### src/rtl/telemetry_frame_tx_if.sv
`timescale 1ns/1ps
// Telemetry transmitter bus: frame request, sample inputs and serial line/status.
interface telemetry_frame_tx_if;
    logic        send;
    logic [15:0] accel;
    logic [15:0] speed;
    logic [15:0] angle;
    logic [7:0]  status;
    logic        uart_tx;
    logic        busy;
    logic        done;

    // Requester side: issues frames, watches the line and status.
    modport master (
        output send, accel, speed, angle, status,
        input  uart_tx, busy, done
    );

    // Transmitter side.
    modport slave (
        input  send, accel, speed, angle, status,
        output uart_tx, busy, done
    );
endinterface

### src/rtl/telemetry_frame_tx.sv
`timescale 1ns/1ps
// Telemetry frame transmitter: snapshots accel/speed/angle/status on an accepted
// send and serialises an 11-byte "ab"-headed, checksummed frame as 8N1 UART.
//
// state | meaning
// IDLE  | line high, waiting for send
// START | start bit (0) of the current byte
// DATA  | data bits d0..d7, LSB first
// STOP  | stop bit (1); next byte or end of frame
module telemetry_frame_tx #(
    parameter int          CLK_FREQ  = 50000000,
    parameter int          BAUD      = 9600,
    parameter logic [7:0]  TYPE_BYTE = 8'h74
) (
    input  logic                   clk,
    input  logic                   rst,
    telemetry_frame_tx_if.slave    bus
);

    // Bit period in clk cycles; must be at least 2.
    localparam int                 DIV       = CLK_FREQ / BAUD;
    localparam int                 CNT_W     = (DIV > 1) ? $clog2(DIV) : 1;
    localparam logic [CNT_W-1:0]   CNT_LAST  = CNT_W'(DIV - 1);
    localparam logic [3:0]         LAST_BYTE = 4'd10;

    typedef enum logic [1:0] {
        S_IDLE  = 2'd0,
        S_START = 2'd1,
        S_DATA  = 2'd2,
        S_STOP  = 2'd3
    } state_t;

    state_t           state, state_d;
    logic [CNT_W-1:0] baud_cnt;
    logic [2:0]       bit_idx;
    logic [3:0]       byte_idx;
    logic [7:0]       shift_q;
    logic [15:0]      accel_q, speed_q, angle_q;
    logic [7:0]       status_q;
    logic [7:0]       csum_q, csum_d;
    logic             tx_q, tx_d;
    logic             busy_q, done_q, done_d;
    logic             accept;
    logic             tick;
    logic [3:0]       mux_idx;
    logic [7:0]       mux_byte;

    assign tick        = (baud_cnt == CNT_LAST);
    assign bus.uart_tx = tx_q;
    assign bus.busy    = busy_q;
    assign bus.done    = done_q;

    // Checksum over the payload bytes as they are being captured; carry dropped.
    always_comb begin
        csum_d = bus.accel[15:8] + bus.accel[7:0]
               + bus.speed[15:8] + bus.speed[7:0]
               + bus.angle[15:8] + bus.angle[7:0]
               + bus.status;
    end

    // Byte selector: index of the byte about to be loaded into the shifter.
    always_comb begin
        mux_idx  = (state == S_STOP) ? (byte_idx + 4'd1) : 4'd0;
        mux_byte = csum_q;
        case (mux_idx)
            4'd0:    mux_byte = 8'h61;
            4'd1:    mux_byte = 8'h62;
            4'd2:    mux_byte = TYPE_BYTE;
            4'd3:    mux_byte = accel_q[15:8];
            4'd4:    mux_byte = accel_q[7:0];
            4'd5:    mux_byte = speed_q[15:8];
            4'd6:    mux_byte = speed_q[7:0];
            4'd7:    mux_byte = angle_q[15:8];
            4'd8:    mux_byte = angle_q[7:0];
            4'd9:    mux_byte = status_q;
            default: mux_byte = csum_q;
        endcase
    end

    // State register.
    always_ff @(posedge clk or posedge rst) begin
        if (rst) state <= S_IDLE;
        else     state <= state_d;
    end

    // Next state and next line level; the line level is registered below.
    always_comb begin
        state_d = state;
        tx_d    = tx_q;
        done_d  = 1'b0;
        accept  = 1'b0;
        case (state)
            S_IDLE: begin
                tx_d = 1'b1;
                if (bus.send) begin
                    accept  = 1'b1;
                    state_d = S_START;
                    tx_d    = 1'b0;
                end
            end
            S_START: begin
                if (tick) begin
                    state_d = S_DATA;
                    tx_d    = shift_q[0];
                end
            end
            S_DATA: begin
                if (tick) begin
                    if (bit_idx == 3'd7) begin
                        state_d = S_STOP;
                        tx_d    = 1'b1;
                    end else begin
                        tx_d    = shift_q[1];
                    end
                end
            end
            S_STOP: begin
                if (tick) begin
                    if (byte_idx == LAST_BYTE) begin
                        state_d = S_IDLE;
                        done_d  = 1'b1;
                    end else begin
                        state_d = S_START;
                        tx_d    = 1'b0;
                    end
                end
            end
            default: state_d = S_IDLE;
        endcase
    end

    // Datapath: baud timing, bit/byte counters, shifter, snapshot and outputs.
    always_ff @(posedge clk or posedge rst) begin
        if (rst) begin
            tx_q     <= 1'b1;
            busy_q   <= 1'b0;
            done_q   <= 1'b0;
            baud_cnt <= '0;
            bit_idx  <= 3'd0;
            byte_idx <= 4'd0;
            shift_q  <= 8'h00;
            accel_q  <= 16'h0000;
            speed_q  <= 16'h0000;
            angle_q  <= 16'h0000;
            status_q <= 8'h00;
            csum_q   <= 8'h00;
        end else begin
            tx_q   <= tx_d;
            busy_q <= (state_d != S_IDLE);
            done_q <= done_d;

            if (state == S_IDLE || tick) baud_cnt <= '0;
            else                         baud_cnt <= baud_cnt + CNT_W'(1);

            if (accept) begin
                accel_q  <= bus.accel;
                speed_q  <= bus.speed;
                angle_q  <= bus.angle;
                status_q <= bus.status;
                csum_q   <= csum_d;
                byte_idx <= 4'd0;
                bit_idx  <= 3'd0;
                shift_q  <= mux_byte;
            end else if (tick) begin
                case (state)
                    S_DATA: begin
                        shift_q <= {1'b0, shift_q[7:1]};
                        bit_idx <= bit_idx + 3'd1;
                    end
                    S_STOP: begin
                        if (byte_idx != LAST_BYTE) begin
                            byte_idx <= byte_idx + 4'd1;
                            shift_q  <= mux_byte;
                        end
                    end
                    default: ;
                endcase
            end
        end
    end

endmodule

### src/flat_wrapper.sv
// flat-port wrapper written by rule: the top's interface ports become plain ports
module telemetry_frame_tx_flat 
#(
    parameter int          CLK_FREQ  = 50000000,
    parameter int          BAUD      = 9600,
    parameter logic [7:0]  TYPE_BYTE = 8'h74
)
  (clk, rst, bus_send, bus_accel, bus_speed, bus_angle, bus_status, bus_uart_tx, bus_busy, bus_done);
  telemetry_frame_tx_if bus_i ();
  input  logic clk;
  input  logic rst;
  input wire logic [$bits(bus_i.send)-1:0] bus_send;
  input wire logic [$bits(bus_i.accel)-1:0] bus_accel;
  input wire logic [$bits(bus_i.speed)-1:0] bus_speed;
  input wire logic [$bits(bus_i.angle)-1:0] bus_angle;
  input wire logic [$bits(bus_i.status)-1:0] bus_status;
  output wire logic [$bits(bus_i.uart_tx)-1:0] bus_uart_tx;
  output wire logic [$bits(bus_i.busy)-1:0] bus_busy;
  output wire logic [$bits(bus_i.done)-1:0] bus_done;
  assign bus_i.send = bus_send;
  assign bus_i.accel = bus_accel;
  assign bus_i.speed = bus_speed;
  assign bus_i.angle = bus_angle;
  assign bus_i.status = bus_status;
  assign bus_uart_tx = bus_i.uart_tx;
  assign bus_busy = bus_i.busy;
  assign bus_done = bus_i.done;
  telemetry_frame_tx #(.CLK_FREQ(CLK_FREQ), .BAUD(BAUD), .TYPE_BYTE(TYPE_BYTE)) u_core (.clk(clk), .rst(rst), .bus(bus_i));
endmodule
### config.mk
export PLATFORM = sky130hd
export DESIGN_NAME = telemetry_frame_tx_flat
export DESIGN_NICKNAME = d
export VERILOG_FILES = /design/src/rtl/telemetry_frame_tx_if.sv /design/src/rtl/telemetry_frame_tx.sv /design/src/flat_wrapper.sv
export SDC_FILE = /design/constraint.sdc
export NUM_CORES = 1
export LEC_CHECK = 0
export CAP_MARGIN = 5
export CORE_MARGIN = 5
export CORE_UTILIZATION = 35
export DETAILED_ROUTE_END_ITERATION = 8
export HOLD_SLACK_MARGIN = 0.05
export MAX_ROUTING_LAYER = met4
export PLACE_DENSITY = 0.55
export RECOVER_POWER = 25
export SLEW_MARGIN = 10
export SYNTH_ARGS = -nofsm -noshare
export SYNTH_HDL_FRONTEND = slang
export SYNTH_SLANG_ARGS = --single-unit
### constraint.sdc
create_clock -name clk -period 5.3 [get_ports clk]
set_input_delay 0.53 -clock clk [delete_from_list [all_inputs] [get_ports clk]]
set_output_delay 0.53 -clock clk [all_outputs]
set_load 0.05 [all_outputs]
==> key figures <==
Status
  • Status: complete, but fails checks
  • Failing checks: capacitance limit, slew limit

Power and ir drop
  • Power after layout: between 2 and 2.5 mW
  • Clk pwr share: between 20 and 30%
  • Cell Pwr Density: approximately 340 nW/um2
  • P_sw: 0.8754 mW
  • Switching share of power: 35.72%
  • Sequential power share: around two fifths
  • Worst vdd ir: roughly 0.00016 V
  • P_leak: between 3 and 4 nW
  • Int Pwr: between 1.5 and 2 mW
  • Comb power frac: a little over a third

Setup path
  • Critical path cell sequence: clkdlybuf4s50_1 -> inv_1 -> fa_1 -> inv_1 -> fa_1 -> fa_1 -> inv_1 -> fa_1 -> inv_1 -> ha_1 -> a21o_1 -> a21oi_1 -> o21bai_1 -> a2111o_1 -> nand3_1
  • WP buf/inv: 5
  • Critical Path Sink: u_core.csum_q[6]
  • Reg2reg end: u_core.shift_q[6]
  • Worst setup SP type: input pin
  • Critical path depth in cells: 15
  • Required time of the critical path: approximately 5.6 ns
  • Crit path arrival time: approximately 4.7 ns
  • Crit. End Element: flop
  • CP max-delay cell: fa_1
  • Max stage delay on crit path: about 0.55 ns
  • R2r startpoint: u_core.byte_idx[0]
  • Crit. Startpoint: bus_status[2]
  • Reg2reg path depth: 7
  • Setup CP Type: input pin to flop
  • Crit Path Max Fanout: 2
  • Reg2reg setup slack: 2.39 ns
  • Critical path's top delay family: adder cells

Yosys
  • Syn_area_per_cell: 9.265 um2
  • Syn. warnings: 0
  • Main synth FF type: dfrtp_1
  • Cells after Synth: between 600 and 700
  • Seq/Total Area, Yosys: approximately two fifths
  • Mapped cell area: roughly 6100 um2
  • Syn_nets: approximately 760
  • Top-area cell type share of the netlist area: 39.47%
  • Async set-or-reset flop fraction in the synthesized netlist: between 90% and 100%
  • Yosys reg bits: 97
  • Yosys top cell by area: dfrtp_1
  • Post-synth EDFFs: 0
  • Synth top area cells: dfrtp_1, fa_1, nand2_1
  • Netlist cell types: slightly above 70

Clocking
  • CTS root buf: clkbuf_16
  • Skew-Pair Late Insertion Delay: approximately 0.35 ns
  • Setup Fix Bufs, Post-CTS: 0
  • Clock Pin Slew Worst Setup and Hold Paths: around 0.070 ns
  • TritonCTS clock tree: done
  • Max clock buf depth: 2
  • Post_cts resized: 0
  • Clk sinks: slightly below 100
  • CTS buffer count: 9
  • H-tree depth reported by CTS: 3
  • Hold_buf cts: 0

STA
  • Clk_skew: roughly 0.012 ns
  • Period Utilization, post-route: 82.59%
  • Slew HR: -57.46%
  • Worst Max-Slew Pin Slew: roughly 2.3 ns
  • Max-slew violation count: 54
  • Setup_tns: 0 ns
  • Tmin final: around 4.4 ns
  • RSZ-0062 raised after global routing: false
  • Final count of hold timing violations: 0
  • Peak Freq: 228.5 MHz
  • Final setup fails: 0

Floorplan
  • Die width: about 140 um
  • Die Ht: between 100 and 150 um
  • Die ar.: 20130 um2
  • Core Box Area: approximately 17000 um2
  • IO Pins: just over 60
  • Std cell rows: 48
  • Initial core utilization: 35.44%

GRT
  • First-pass GRT wire length: between 20000 and 30000 um
  • Total GRT Usage: 17.10%
  • Grt ovf: 0
  • Met1 Use GR: 23.07%
  • Number of global-route vias before repair: around 5k
  • Top Usage Layer GRT: met2
  • Pin count of the biggest net entering global routing: 54
  • Met3 Usage GRT: 2.258%
  • Initial antenna violation count: 0
  • Met2 Use GR: between 20% and 30%

Drt
  • Wire per inst: between 15 and 20 um
  • Post-route ant nets: 0
  • Residual DRC count: 0
  • Iteration-0 DRC count of the detailed router: between 200 and 300
  • Routed wire length: roughly 16000 um
  • Vias per cell: between 5 and 6
  • Vias: ~4.7k
  • Drt first pass iters: 4

Place
  • Port buffer count: between 60 and 70
  • GP Congestion: 0.8619
  • Cell Area, Placed: 6857 um2
  • Detailed placer's ending HPWL: between 10000 and 15000 um

Finish
  • Design area: 7133 um2
  • Layout area overhead: 17.18%
  • Nets@finish: 805
  • Share of cells above drive strength 1: 6.525%
  • Antenna cell count: 0

Worst hold path
  • Worst hold path type: flop to flop

Flow run
  • Maxcap violations: 1
[state kept, by name, summed over array words and instances, names as in the netlist]
| name | flops |
|---|---|
| u_core.bus.uart_tx | 1 |
| u_core.angle_q | 16 |
| u_core.csum_q | 8 |
| u_core.baud_cnt | 13 |
| u_core.shift_q | 8 |
| u_core.bus.busy | 1 |
| u_core.speed_q | 16 |
| u_core.state | 2 |
| u_core.bit_idx | 3 |
| u_core.status_q | 8 |
| u_core.byte_idx | 4 |
| u_core.bus.done | 1 |
| u_core.accel_q | 16 |
[synthesized netlist by cell type (all sizes together), types with 8 or more instances]
library cell / instances
ha: 14
nor3: 9
clkbuf: 16
nand3: 17
xnor2: 17
dfrtp: 96
a21oi: 15
nor2: 31
and3: 13
fa: 32
inv: 76
nand2: 137
o21ai: 47
xor2: 10
mux2i: 8
buf: 18
[cell families after synthesis]
logic type / count (synthesis) / synth area share [%]
and+or+nand+nor: 244 / 18.73
DFF: 97 / 39.90
muxes: 15 / 3.063
buffers and inverters: 110 / 7.482
adders and majority gates: 46 / 13.40
xor gates and xnor gates: 28 / 4.255
AOI/OAI and AO/OA: 117 / 13.18
[through the flow]
stage	worst slack, ns	instances	util, %	hold slack (ns)
finish	0.9229	930	41.53	0.4785
global route	0.6787	930	41.53	0.5144
CTS	0.9022	930	41.54	0.4811
detailed placement	0.5619	914	39.92	0.4614
global placement	0.5915	914	39.92	0.4614
floorplan	1.227	657	-	0.4374
[routing by layer]
| layer | part of all wire [%] | up-vias |
|---|---|---|
| met3 | 3.0 | 19 |
| li1 | - | 2255 |
| met4 | 2.0 | 0 |
| met2 | 49 | 76 |
| met5 | 0 | - |
| met1 | 46 | 2305 |
[placed cells by master (no fill, tap or decap), types with 5 or more instances in the layout]
cell / Yosys / layout
nand2_1: 137 / 137
dfrtp_1: 96 / 96
inv_1: 74 / 73
clkdlybuf4s50_1: 0 / 60
o21ai_0: 42 / 42
fa_1: 32 / 32
nor2_1: 31 / 31
nand3_1: 17 / 17
xnor2_1: 17 / 17
a21oi_1: 15 / 15
ha_1: 14 / 14
and3_1: 12 / 12
xor2_1: 10 / 10
nor3_1: 9 / 9
clkbuf_16: 0 / 9
mux2i_1: 7 / 7
a22o_1: 6 / 6
o21ai_1: 5 / 5
and2_1: 5 / 5
buf_4: 4 / 5
[worst register-to-register path, cell delays in order (launching register included)]
cell      delay, ns
dfrtp_1        0.36
inv_2          0.12
ha_1           0.93
nand3b_2       0.39
nand2_1        0.23
a221o_1        0.42
a221oi_2       0.26
o21ai_1        0.10
[power by group through the flow]
| stage | combinational, mW | sequential (mW) | clock, mW |
|---|---|---|---|
| 2_1_floorplan | 0.633 | 0.928 | 0 |
| 5_1_grt | 1.00 | 0.961 | 0.677 |
| 6_report | 0.875 | 0.945 | 0.631 |
| 4_1_cts | 0.889 | 0.944 | 0.648 |
| 3_5_place_dp | 0.881 | 0.959 | 0 |
| 3_3_place_gp | 0.851 | 0.955 | 0 |
[final cells by class]
| cell class | instances | area, um2 |
|---|---|---|
| clock buffers | 9 | 225.2 |
| clock inverters | 7 | 52.55 |
| fillers | 1773 | 10040 |
| inverters | 76 | 286.5 |
| multi-input cells | 450 | 3211 |
| flip-flops and latches | 97 | 2429 |
| well taps | 225 | 281.5 |
| repair buffers | 66 | 648.1 |
[worst min-delay path by stage]
stage / start / to / cells after the start / slack (ns)
final: u_core.angle_q[15] / u_core.angle_q[15] / 2 / 0.48
after global routing: u_core.status_q[0] / u_core.status_q[0] / 2 / 0.51
after CTS: u_core.angle_q[8] / u_core.angle_q[8] / 2 / 0.48
after detailed placement: u_core.angle_q[15] / u_core.angle_q[15] / 2 / 0.46
after global placement: u_core.accel_q[0] / u_core.accel_q[0] / 2 / 0.46
after floorplan: u_core.accel_q[8] / u_core.accel_q[8] / 2 / 0.44
Power figures use the tool's default switching activity.
